==> config.mk <==
export PLATFORM = sky130hd
export DESIGN_NAME = tbird_sequencer_flat
export DESIGN_NICKNAME = d
export VERILOG_FILES = /design/src/rtl/tbird_pkg.sv /design/src/rtl/tbird_if.sv /design/src/rtl/step_prescaler.sv /design/src/rtl/tbird_sequencer.sv /design/src/flat_wrapper.sv
export SDC_FILE = /design/constraint.sdc
export NUM_CORES = 1
export LEC_CHECK = 0
export BUFFER_PORTS_ARGS = -buffer_cell sky130_fd_sc_hd__clkbuf_2
export CAP_MARGIN = 10
export CORE_AREA = 4 4 65 111
export DETAILED_ROUTE_END_ITERATION = 10
export DIE_AREA = 0 0 69 115
export MAX_ROUTING_LAYER = met4
export SLEW_MARGIN = 5
export SYNTH_ARGS = -nofsm -noshare
export SYNTH_HDL_FRONTEND = slang
export SYNTH_SLANG_ARGS = --single-unit
export TNS_END_PERCENT = 100
==> constraint.sdc <==
create_clock -name clk -period 2.3 [get_ports clk]
set_input_delay 0.115 -clock clk [delete_from_list [all_inputs] [get_ports clk]]
set_output_delay 0.115 -clock clk [all_outputs]
set_load 0.1 [all_outputs]
==> src/rtl/tbird_pkg.sv <==
// Shared types and helpers for the T-Bird tail-light sequencer.
// Holds the mode encoding, the brake step code and the prescaler sizing math.
package tbird_pkg;

    typedef enum logic [1:0] {
        MODE_IDLE  = 2'b00,
        MODE_RIGHT = 2'b01,
        MODE_LEFT  = 2'b10,
        MODE_ERROR = 2'b11
    } mode_e;

    localparam logic [3:0] A_BRAKE = 4'b1100;
    localparam logic [3:0] A_OFF   = 4'b0000;

    function automatic int calc_div(input int clk_hz, input int step_hz);
        return clk_hz / step_hz;
    endfunction

    function automatic int calc_width(input int div);
        return (div <= 2) ? 1 : $clog2(div);
    endfunction

    // Only the two turn modes run the phase sequence or honour the brake.
    function automatic logic is_side(input mode_e m);
        return (m == MODE_LEFT) || (m == MODE_RIGHT);
    endfunction

endpackage

==> src/rtl/tbird_if.sv <==
// Switch inputs and decoder-facing outputs of the T-Bird sequencer.
interface tbird_if;
    logic       left;
    logic       right;
    logic       brake;
    logic       s1;
    logic       s0;
    logic [3:0] a;

    modport master (output left, output right, output brake,
                    input  s1,   input  s0,    input  a);

    modport slave  (input  left, input  right, input  brake,
                    output s1,   output s0,    output a);
endinterface

==> src/rtl/step_prescaler.sv <==
// Divides the board clock down to a one-clock step tick every DIV clocks.
module step_prescaler #(
    parameter int DIV   = 4,
    parameter int WIDTH = 2
) (
    input  logic clk,
    input  logic rst_n,
    input  logic clr,
    input  logic en,
    output logic tick
);

    localparam logic [WIDTH-1:0] LAST = WIDTH'(DIV - 1);

    logic [WIDTH-1:0] count_q;
    logic [WIDTH-1:0] count_d;

    always_comb begin
        count_d = count_q;
        if (clr) begin
            count_d = '0;
        end else if (en) begin
            count_d = (count_q == LAST) ? '0 : count_q + WIDTH'(1);
        end
    end

    always_ff @(posedge clk or negedge rst_n) begin
        if (!rst_n) begin
            count_q <= '0;
        end else begin
            count_q <= count_d;
        end
    end

    assign tick = en && (count_q == LAST);

endmodule

==> src/rtl/tbird_sequencer.sv <==
// T-Bird sequencing front end: switch synchronizers, turn-signal mode FSM
// and the registered phase/step code fed to the downstream LED decoder.
module tbird_sequencer
    import tbird_pkg::*;
#(
    parameter int CLK_HZ  = 50_000_000,
    parameter int STEP_HZ = 4
) (
    input  logic clk,
    input  logic rst_n,
    tbird_if.slave bus
);

    localparam int DIV   = calc_div(CLK_HZ, STEP_HZ);
    localparam int CNT_W = calc_width(DIV);

    logic [2:0] sync1_q;
    logic [2:0] sync2_q;
    logic       lq, rq, bq;

    mode_e      mode_q, mode_d;
    logic [1:0] phase_q, phase_d;
    logic       brake_q, brake_d;
    logic [3:0] a_q, a_d;

    logic       mode_change;
    logic       run;
    logic       pre_clr;
    logic       tick;
    logic       side_d;

    assign lq = sync2_q[2];
    assign rq = sync2_q[1];
    assign bq = sync2_q[0];

    always_ff @(posedge clk or negedge rst_n) begin
        if (!rst_n) begin
            sync1_q <= '0;
            sync2_q <= '0;
        end else begin
            sync1_q <= {bus.left, bus.right, bus.brake};
            sync2_q <= sync1_q;
        end
    end

    // brake_q mirrors what a_q shows, so the edge that drops the brake code
    // still holds the prescaler and phase 0 gets its full DIV clocks.
    always_comb begin
        mode_d = MODE_IDLE;
        if (lq && rq) begin
            mode_d = MODE_ERROR;
        end else if (lq) begin
            mode_d = MODE_LEFT;
        end else if (rq) begin
            mode_d = MODE_RIGHT;
        end
        mode_change = (mode_d != mode_q);
        run         = is_side(mode_q) && !brake_q && !bq && !mode_change;
    end

    assign pre_clr = !run;

    step_prescaler #(
        .DIV   (DIV),
        .WIDTH (CNT_W)
    ) u_prescaler (
        .clk   (clk),
        .rst_n (rst_n),
        .clr   (pre_clr),
        .en    (run),
        .tick  (tick)
    );

    always_comb begin
        phase_d = 2'b00;
        if (run) begin
            phase_d = tick ? phase_q + 2'd1 : phase_q;
        end
        side_d  = is_side(mode_d);
        brake_d = side_d && bq;
        a_d     = A_OFF;
        if (brake_d) begin
            a_d = A_BRAKE;
        end else if (side_d) begin
            a_d = {2'b00, phase_d};
        end
    end

    always_ff @(posedge clk or negedge rst_n) begin
        if (!rst_n) begin
            mode_q  <= MODE_IDLE;
            phase_q <= 2'b00;
            brake_q <= 1'b0;
            a_q     <= A_OFF;
        end else begin
            mode_q  <= mode_d;
            phase_q <= phase_d;
            brake_q <= brake_d;
            a_q     <= a_d;
        end
    end

    assign bus.s1 = mode_q[1];
    assign bus.s0 = mode_q[0];
    assign bus.a  = a_q;

endmodule

==> src/flat_wrapper.sv <==
// flat-port wrapper written by rule: the top's interface ports become plain ports
module tbird_sequencer_flat import tbird_pkg::*;
#(
    parameter int CLK_HZ  = 50_000_000,
    parameter int STEP_HZ = 4
)
  (clk, rst_n, bus_left, bus_right, bus_brake, bus_s1, bus_s0, bus_a);
  tbird_if bus_i ();
  input  logic clk;
  input  logic rst_n;
  input wire logic [$bits(bus_i.left)-1:0] bus_left;
  input wire logic [$bits(bus_i.right)-1:0] bus_right;
  input wire logic [$bits(bus_i.brake)-1:0] bus_brake;
  output wire logic [$bits(bus_i.s1)-1:0] bus_s1;
  output wire logic [$bits(bus_i.s0)-1:0] bus_s0;
  output wire logic [$bits(bus_i.a)-1:0] bus_a;
  assign bus_i.left = bus_left;
  assign bus_i.right = bus_right;
  assign bus_i.brake = bus_brake;
  assign bus_s1 = bus_i.s1;
  assign bus_s0 = bus_i.s0;
  assign bus_a = bus_i.a;
  tbird_sequencer #(.CLK_HZ(CLK_HZ), .STEP_HZ(STEP_HZ)) u_core (.clk(clk), .rst_n(rst_n), .bus(bus_i));
endmodule
==> summary.md, run 1 <==
| Metric | Value |
|---|---|
| Status | complete, no violations |
| First drt pass iteration count | 4 |
| CP startpoint | u_core.u_prescaler.count_q[0] |
| Final hold vios | 0 |
| Final Cycle Share | 0.906 |
| Final WL | 3590 um |
| #FFs+latches synth | 37 |
| RSZ-0062 raised after global routing | false |
| Placed cell area | 1990 sq um |
| CP endpoint | u_core.bus.a[0] |
| Peak VDD IR | 0.000215 V |
| Clock tree buffer depth | 2 |
| Dpl ws | 0.224 ns |
| Worst Path Max Fanout | 5 |
| P&R area growth vs syn | 16.2% |
| Int Power | 1.03 mW |
| Synthesized area per cell | 10.8 sq um |
| GRT Residual Overflow | 0 |
| F_max | 480 MHz |
| Final Max Slew Viols | 0 |
| Worst r2r path cells | 5 |
| CP Launch Type | register |
| Reg power frac | 0.501 |
| PostCTS Resize Cnt | 0 |
| Die area | 7940 sq um |
| Pwr Total | 1.33 mW |
| Register area share after synthesis | 0.500 |
| Fin area | 2150 sq um |
| Switch Pwr | 0.300 mW |
| Min Tclk post-route | 2.08 ns |
| PD cells | 618 nW/um^2 |
| Final ANT Viol Nets | 0 |
| Largest net degree at the start of global routing | 38 |
| Max cap viols | 0 |
| Die Height | 115 um |
| Core area | 6280 sq um |
| Yosys warns | 0 |
| Antenna violations before repair | 0 |
| Nets | 197 |
| Hold WC Path Type | register to register |
| I/O pins | 11 |
| N_diodes | 0 |
| Switch share | 0.225 |
| Synthesized area | 1850 sq um |
| Post-synth top area share | 0.500 |
| Initial core utilization | 0.295 |
| Syn_nets | 180 |
| Port buffer count | 10 |
| Via count | 1369 |
| Slew headroom | 0.383 |
| Synth unique cells | 37 |
| CTS tree | done |
| Htree depth | 2 |
| CP endpoint kind | register |
| Final GP Congestion | 0.791 |
| Standard-cell rows | 38 |
| Top cells by area, synth | dfrtp_1 50%, nor3_1 5.1%, xnor2_1 4.7% |
| Root Buffer | clkbuf_8 |
| Final setup fails | 0 |
| Fin Setup TNS | 0 ns |
| Leak pwr | 0.798 nW |
| Cell count after synthesis | 172 |
| Setup CP Type | register to register |
| Combinational fraction of design power | 0.062 |
| Clock Sinks | 37 |
| Clock Power Share | 0.437 |
| Ratio of cells with drive above 1 in the final layout | 0.226 |
| Later-pin clock latency in the skew report | 0.30 ns |
| Final setup margin | 0.216 ns |
| Vias in the first global route | 1368 |
| Global-route wire length before repair | 6310 um |
| WP data arrival | 2.30 ns |
| Total global-route track usage | 0.104 |
| DRC violations left | 0 |
| Reg2reg start | u_core.u_prescaler.count_q[0] |
| Dominant cell type by area after synthesis | dfrtp_1 |
| R2R Path End | u_core.bus.a[0] |
| DPL Wire Length | 2530 um |
| Top FF cell, synth | dfrtp_1 |
| Chip Width | 69 um |
| WL/cell | 13.3 um |
| Initial DRC count | 101 |
| Reg clk slew, reported paths | 0.08 ns |
| Via-to-Cell Ratio | 5.07 |
| Actual slew at the worst max-slew pin | 0.925 ns |
| Worst Clk Skew | 0.0120 ns |
| Reg2Reg Setup Slack | 0.22 ns |
| Post-synth EDFFs | 0 |
| Critical Path RT | 2.52 ns |
| Asr flop ratio synth | 1.00 |
| CTS buffer count | 5 |
==> per-stage QoR <==
step / hold slack, ns / instances / util
floorplan: -0.181 / 172 / -
global placement: 0.225 / 258 / 0.317
detailed placement: 0.228 / 258 / 0.317
CTS: 0.351 / 270 / 0.343
global route: 0.351 / 270 / 0.343
finish: 0.343 / 270 / 0.343
==> synthesized netlist by cell type (all sizes together), types with 4 or more instances <==
master / instances
a211oi: 6
o21ai: 5
nand4: 8
dfrtp: 37
xor2: 5
nor2: 4
nand2: 10
nor4: 10
nand3: 6
or4: 4
a21oi: 4
xnor2: 10
or3: 6
nor3: 19
buf: 10
==> registers in the layout (all words and copies together), names as in the netlist <==
name / count
u_core.bus.a: 3
u_core.mode_q: 2
u_core.sync2_q: 3
u_core.u_prescaler.count_q: 24
u_core.sync1_q: 3
u_core.phase_q: 2
==> power by group through the flow <==
stage	combinational [mW]	clock (mW)	sequential, mW
4_1_cts	0.0845	0.605	0.666
2_1_floorplan	0.0402	0	0.696
3_5_place_dp	0.0792	0	0.679
6_report	0.0825	0.580	0.666
5_1_grt	0.0897	0.634	0.668
3_3_place_gp	0.0788	0	0.679
==> worst max-delay path: stages, from the launching register on <==
cell	delay (ns)
dfrtp_1	0.41
ha_1	0.26
nand4_2	0.13
or4_1	0.50
or4_4	0.50
a211oi_2	0.21
==> final cells by class <==
cell class / count / area (sq um)
fillers: 643 / 4130
flip-flops and latches: 37 / 926
multi-input cells: 121 / 846
repair buffers: 22 / 150
well taps: 80 / 100
clock buffers: 6 / 82.6
clock inverters: 2 / 37.5
inverters: 2 / 7.51
==> cell usage in the layout (no fill, tap or decap), types with 4 or more instances in the layout <==
cell and count:
a211oi_2 5, a21oi_1 4, buf_4 8, clkbuf_2 10
clkbuf_8 6, dfrtp_1 37, dlygate4sd3_1 4, nand2_1 10
nand3_1 6, nand4_1 5, nor2_1 4, nor3_1 19
nor4_1 8, o21ai_0 5, or3_1 5, xnor2_1 10
xor2_1 5
==> layer usage <==
layer  up-vias  share of wire  track usage
li1        668              -            -
met5         -              0            -
met2        22           0.55        0.186
met1       673           0.39        0.100
met3         6          0.031       0.0245
met4         0          0.028       0.0639
==> how the worst min path moves through the flow <==
stage,from,end,slack [ns],depth (start not counted)
after CTS,u_core.sync1_q[2],u_core.sync2_q[2],0.35,0
after detailed placement,bus_brake,u_core.sync1_q[0],0.23,1
after floorplan,rst_n,u_core.bus.a[0],-0.18,0
after global routing,u_core.sync1_q[2],u_core.sync2_q[2],0.35,0
final,u_core.sync1_q[2],u_core.sync2_q[2],0.34,0
after global placement,bus_right,u_core.sync1_q[1],0.22,1
==> what timing repair did <==
action	4_1_cts	5_1_grt
endpoints found under the setup margin	0	0
setup buffers	0	0
endpoints found under the hold margin	40	0
hold buffers	4	0
==> logic make-up (layout without fill, tap and decap cells) <==
| logic type | Yosys count | count (layout) | synth area share |
|---|---|---|---|
| xor+xnor | 15 | 15 | 0.0710 |
| compound gates | 18 | 18 | 0.0737 |
| flops | 37 | 37 | 0.500 |
| buf+inv | 14 | 32 | 0.0460 |
| mux | 3 | 3 | 0.0162 |
| fa+ha+maj | 3 | 3 | 0.0203 |
| simple gates | 82 | 82 | 0.272 |
Power figures use the tool's default switching activity.
==> inputs of run 2 (changes only) <==
--- a/config.mk
+++ b/config.mk
@@ -11,6 +11,7 @@
 export DETAILED_ROUTE_END_ITERATION = 10
 export DIE_AREA = 0 0 69 115
 export MAX_ROUTING_LAYER = met4
+export PLACE_DENSITY_LB_ADDON = 0.15
 export SLEW_MARGIN = 5
 export SYNTH_ARGS = -nofsm -noshare
 export SYNTH_HDL_FRONTEND = slang
==> run 2 against run 1 <==
Net effect:
- setup slack lost 0.12 ns
- register-to-register slack got worse by 0.12 ns
- combinational power rose by 2%
- non-clock buffer count up 1
- core utilization is 0.34 points higher
- cell count is 0.37% higher
- critical path type unchanged
- largest power group unchanged
==> summary.md, run 2 (synthesis results as in run 1) <==
| Metric | Value |
|---|---|
| Fill cells | 651 (+1.2%) |
| Ratio of cells with drive above 1 in the final layout | 0.230 (+0.00405) |
| Final Cycle Share | 0.958 (+0.0520) |
| Clock Power Share | 0.468 (+0.031) |
| Die area | 7940 sq um (unchanged) |
| PD cells | 650 nW/um^2 (+5.1%) |
| Final GP Congestion | 0.724 (-8.5%) |
| Largest net degree at the start of global routing | 38 (unchanged) |
| Setup CP Type | register to register |
| Core area | 6280 sq um (unchanged) |
| Initial DRC count | 63 (-38%) |
| DPL Wire Length | 2970 um (+17%) |
| Clock Sinks | 37 (unchanged) |
| Fin Setup TNS | 0 ns (unchanged) |
| Final ANT Viol Nets | 0 (unchanged) |
| Int Power | 1.11 mW (+7.6%) |
| First drt pass iteration count | 4 (unchanged) |
| Final Core Density | 0.346 (+0.00339) |
| Standard-cell rows | 38 (unchanged) |
| WP data arrival | 2.38 ns (+0.08 ns) |
| Reg with most FFs | u_core.u_prescaler.count_q |
| Reg clk slew, reported paths | 0.07 ns (about the same) |
| Htree depth | 2 (unchanged) |
| Total global-route track usage | 0.114 (+0.0100) |
| Die Height | 115 um (unchanged) |
| Clock tree buffer depth | 2 (unchanged) |
| Most common cell after layout, fill and taps aside | dfrtp_1 |
| Hold WC Path Type | register to register |
| WL/cell | 15.2 um (+14%) |
| Slew headroom | 0.385 (+0.00149) |
| Min Tclk post-route | 2.20 ns (+0.120 ns) |
| Leak pwr | 0.814 nW (+2.0%) |
| Switch Pwr | 0.303 mW (+1.2%) |
| Peak VDD IR | 0.000235 V (+9.2%) |
| Later-pin clock latency in the skew report | 0.29 ns (about the same) |
| Vias in the first global route | 1500 (+9.6%) |
| Antenna violations before repair | 0 (unchanged) |
| Critical Path RT | 2.48 ns (-0.04 ns) |
| CP Launch Type | register |
| Placed cell area | 2000 sq um (+0.38%) |
| Via-to-Cell Ratio | 5.21 (+2.8%) |
| Worst Path Max Fanout | 28 (+23) |
| Max cap viols | 0 (unchanged) |
| Final WL | 4130 um (+15%) |
| I/O pins | 11 (unchanged) |
| CTS tree | done |
| Initial core utilization | 0.295 (unchanged) |
| Root Buffer | clkbuf_8 |
| RSZ-0062 raised after global routing | false |
| Area of the multi-input gates | 846 sq um (unchanged) |
| DRC violations left | 0 (unchanged) |
| Via count | 1412 (+3.1%) |
| Switch share | 0.215 (-0.0105) |
| Commonest non-fill, non-tap cells in the layout | 37 x dfrtp_1, 19 x nor3_1, 10 x nand2_1, 10 x xnor2_1, 10 x clkbuf_2 |
| CP endpoint kind | register |
| Actual slew at the worst max-slew pin | 0.923 ns (-0.00224 ns) |
| CTS Hold Buffers Added | 4 (unchanged) |
| PostCTS Resize Cnt | 0 (unchanged) |
| Global-route wire length before repair | 7000 um (+11%) |
| Final setup fails | 0 (unchanged) |
| Fin area | 2170 sq um (+0.99%) |
| Reg power frac | 0.473 (-0.028) |
| N_diodes | 0 (unchanged) |
| Number of flip-flops under the largest register name | 24 (unchanged) |
| Chip Width | 69 um (unchanged) |
| FF+latch area | 926 sq um (unchanged) |
| Worst Clk Skew | 0.00584 ns (-0.00613 ns) |
| Final Max Slew Viols | 0 (unchanged) |
| CTS buffer count | 5 (unchanged) |
| Post-CTS setup buffers | 0 (unchanged) |
| P&R area growth vs syn | 17.3% |
| Status | complete, no violations |
| GRT Residual Overflow | 0 (unchanged) |
| Port buffer count | 10 (unchanged) |
| Nets | 198 (+0.51%) |
| Combinational fraction of design power | 0.059 (-0.003) |
| F_max | 454 MHz (-5.4%) |
| Final hold vios | 0 (unchanged) |
==> run 2: cell types whose count changed in the layout (fill, tap and decap cells not counted), sizes merged <==
cell      delta
clkinvlp     -1
clkbuf       -1
clkinv       +1
buf          +1
bufinv       +1
==> run 2: area by class of cell <==
| class | instances | share of cell area |
|---|---|---|
| timing repair buffer | 23 | 0.0726 |
| clock buffer | 5 | 0.0317 |
| multi-input combinational | 121 | 0.390 |
| inverter | 2 | 0.00346 |
| tap | 80 | 0.0461 |
| sequential | 37 | 0.427 |
| clock inverter | 3 | 0.0300 |
==> run 2: routing by layer <==
metal  vias to the layer above  share of wire  GRT usage
met2                        30           0.55      0.214
met3                        10          0.035     0.0262
li1                        667              -          -
met5                         -              0          -
met4                         0          0.031     0.0600
met1                       705           0.39      0.106
==> run 2: stage by stage <==
| step | worst slack [ns] | cells | power (mW) | hold slack [ns] |
|---|---|---|---|---|
| after floorplan | 0.106 | 172 | 0.736 | -0.181 |
| after global placement | 0.256 | 259 | 0.758 | 0.225 |
| after global routing | 0.00617 | 271 | 1.46 | 0.372 |
| after CTS | 0.138 | 271 | 1.44 | 0.357 |
| after detailed placement | 0.174 | 259 | 0.760 | 0.227 |
| final | 0.0959 | 271 | 1.41 | 0.355 |
==> run 2: final timing paths <==
check                           slack, ns                             end  cells after the start         startpoint
worst max-delay path                  0.1  u_core.u_prescaler.count_q[20]                      6  u_core.sync2_q[1]
worst min-delay path                 0.35               u_core.sync2_q[2]                      0  u_core.sync1_q[2]
worst max register to register        0.1  u_core.u_prescaler.count_q[20]                      6  u_core.sync2_q[1]
worst min register to register       0.35               u_core.sync2_q[2]                      0  u_core.sync1_q[2]
max in group asynchronous            1.23  u_core.u_prescaler.count_q[19]                      2              rst_n
min in group asynchronous            0.49  u_core.u_prescaler.count_q[16]                      2              rst_n
==> run 2: critical path, stage by stage, from the launching register on <==
cell     delay [ns]
dfrtp_1        0.42
ha_1           0.24
nor4b_1        0.36
a22oi_1        0.17
or3_1          0.32
buf_4          0.24
nor4_1         0.33
==> run 2: power groups by stage <==
stage / sequential [mW] / clock [mW] / combinational [mW]
floorplan: 0.696 / 0 / 0.0402
detailed placement: 0.680 / 0 / 0.0802
global route: 0.668 / 0.706 / 0.0898
finish: 0.667 / 0.660 / 0.0839
global placement: 0.679 / 0 / 0.0791
CTS: 0.667 / 0.687 / 0.0858
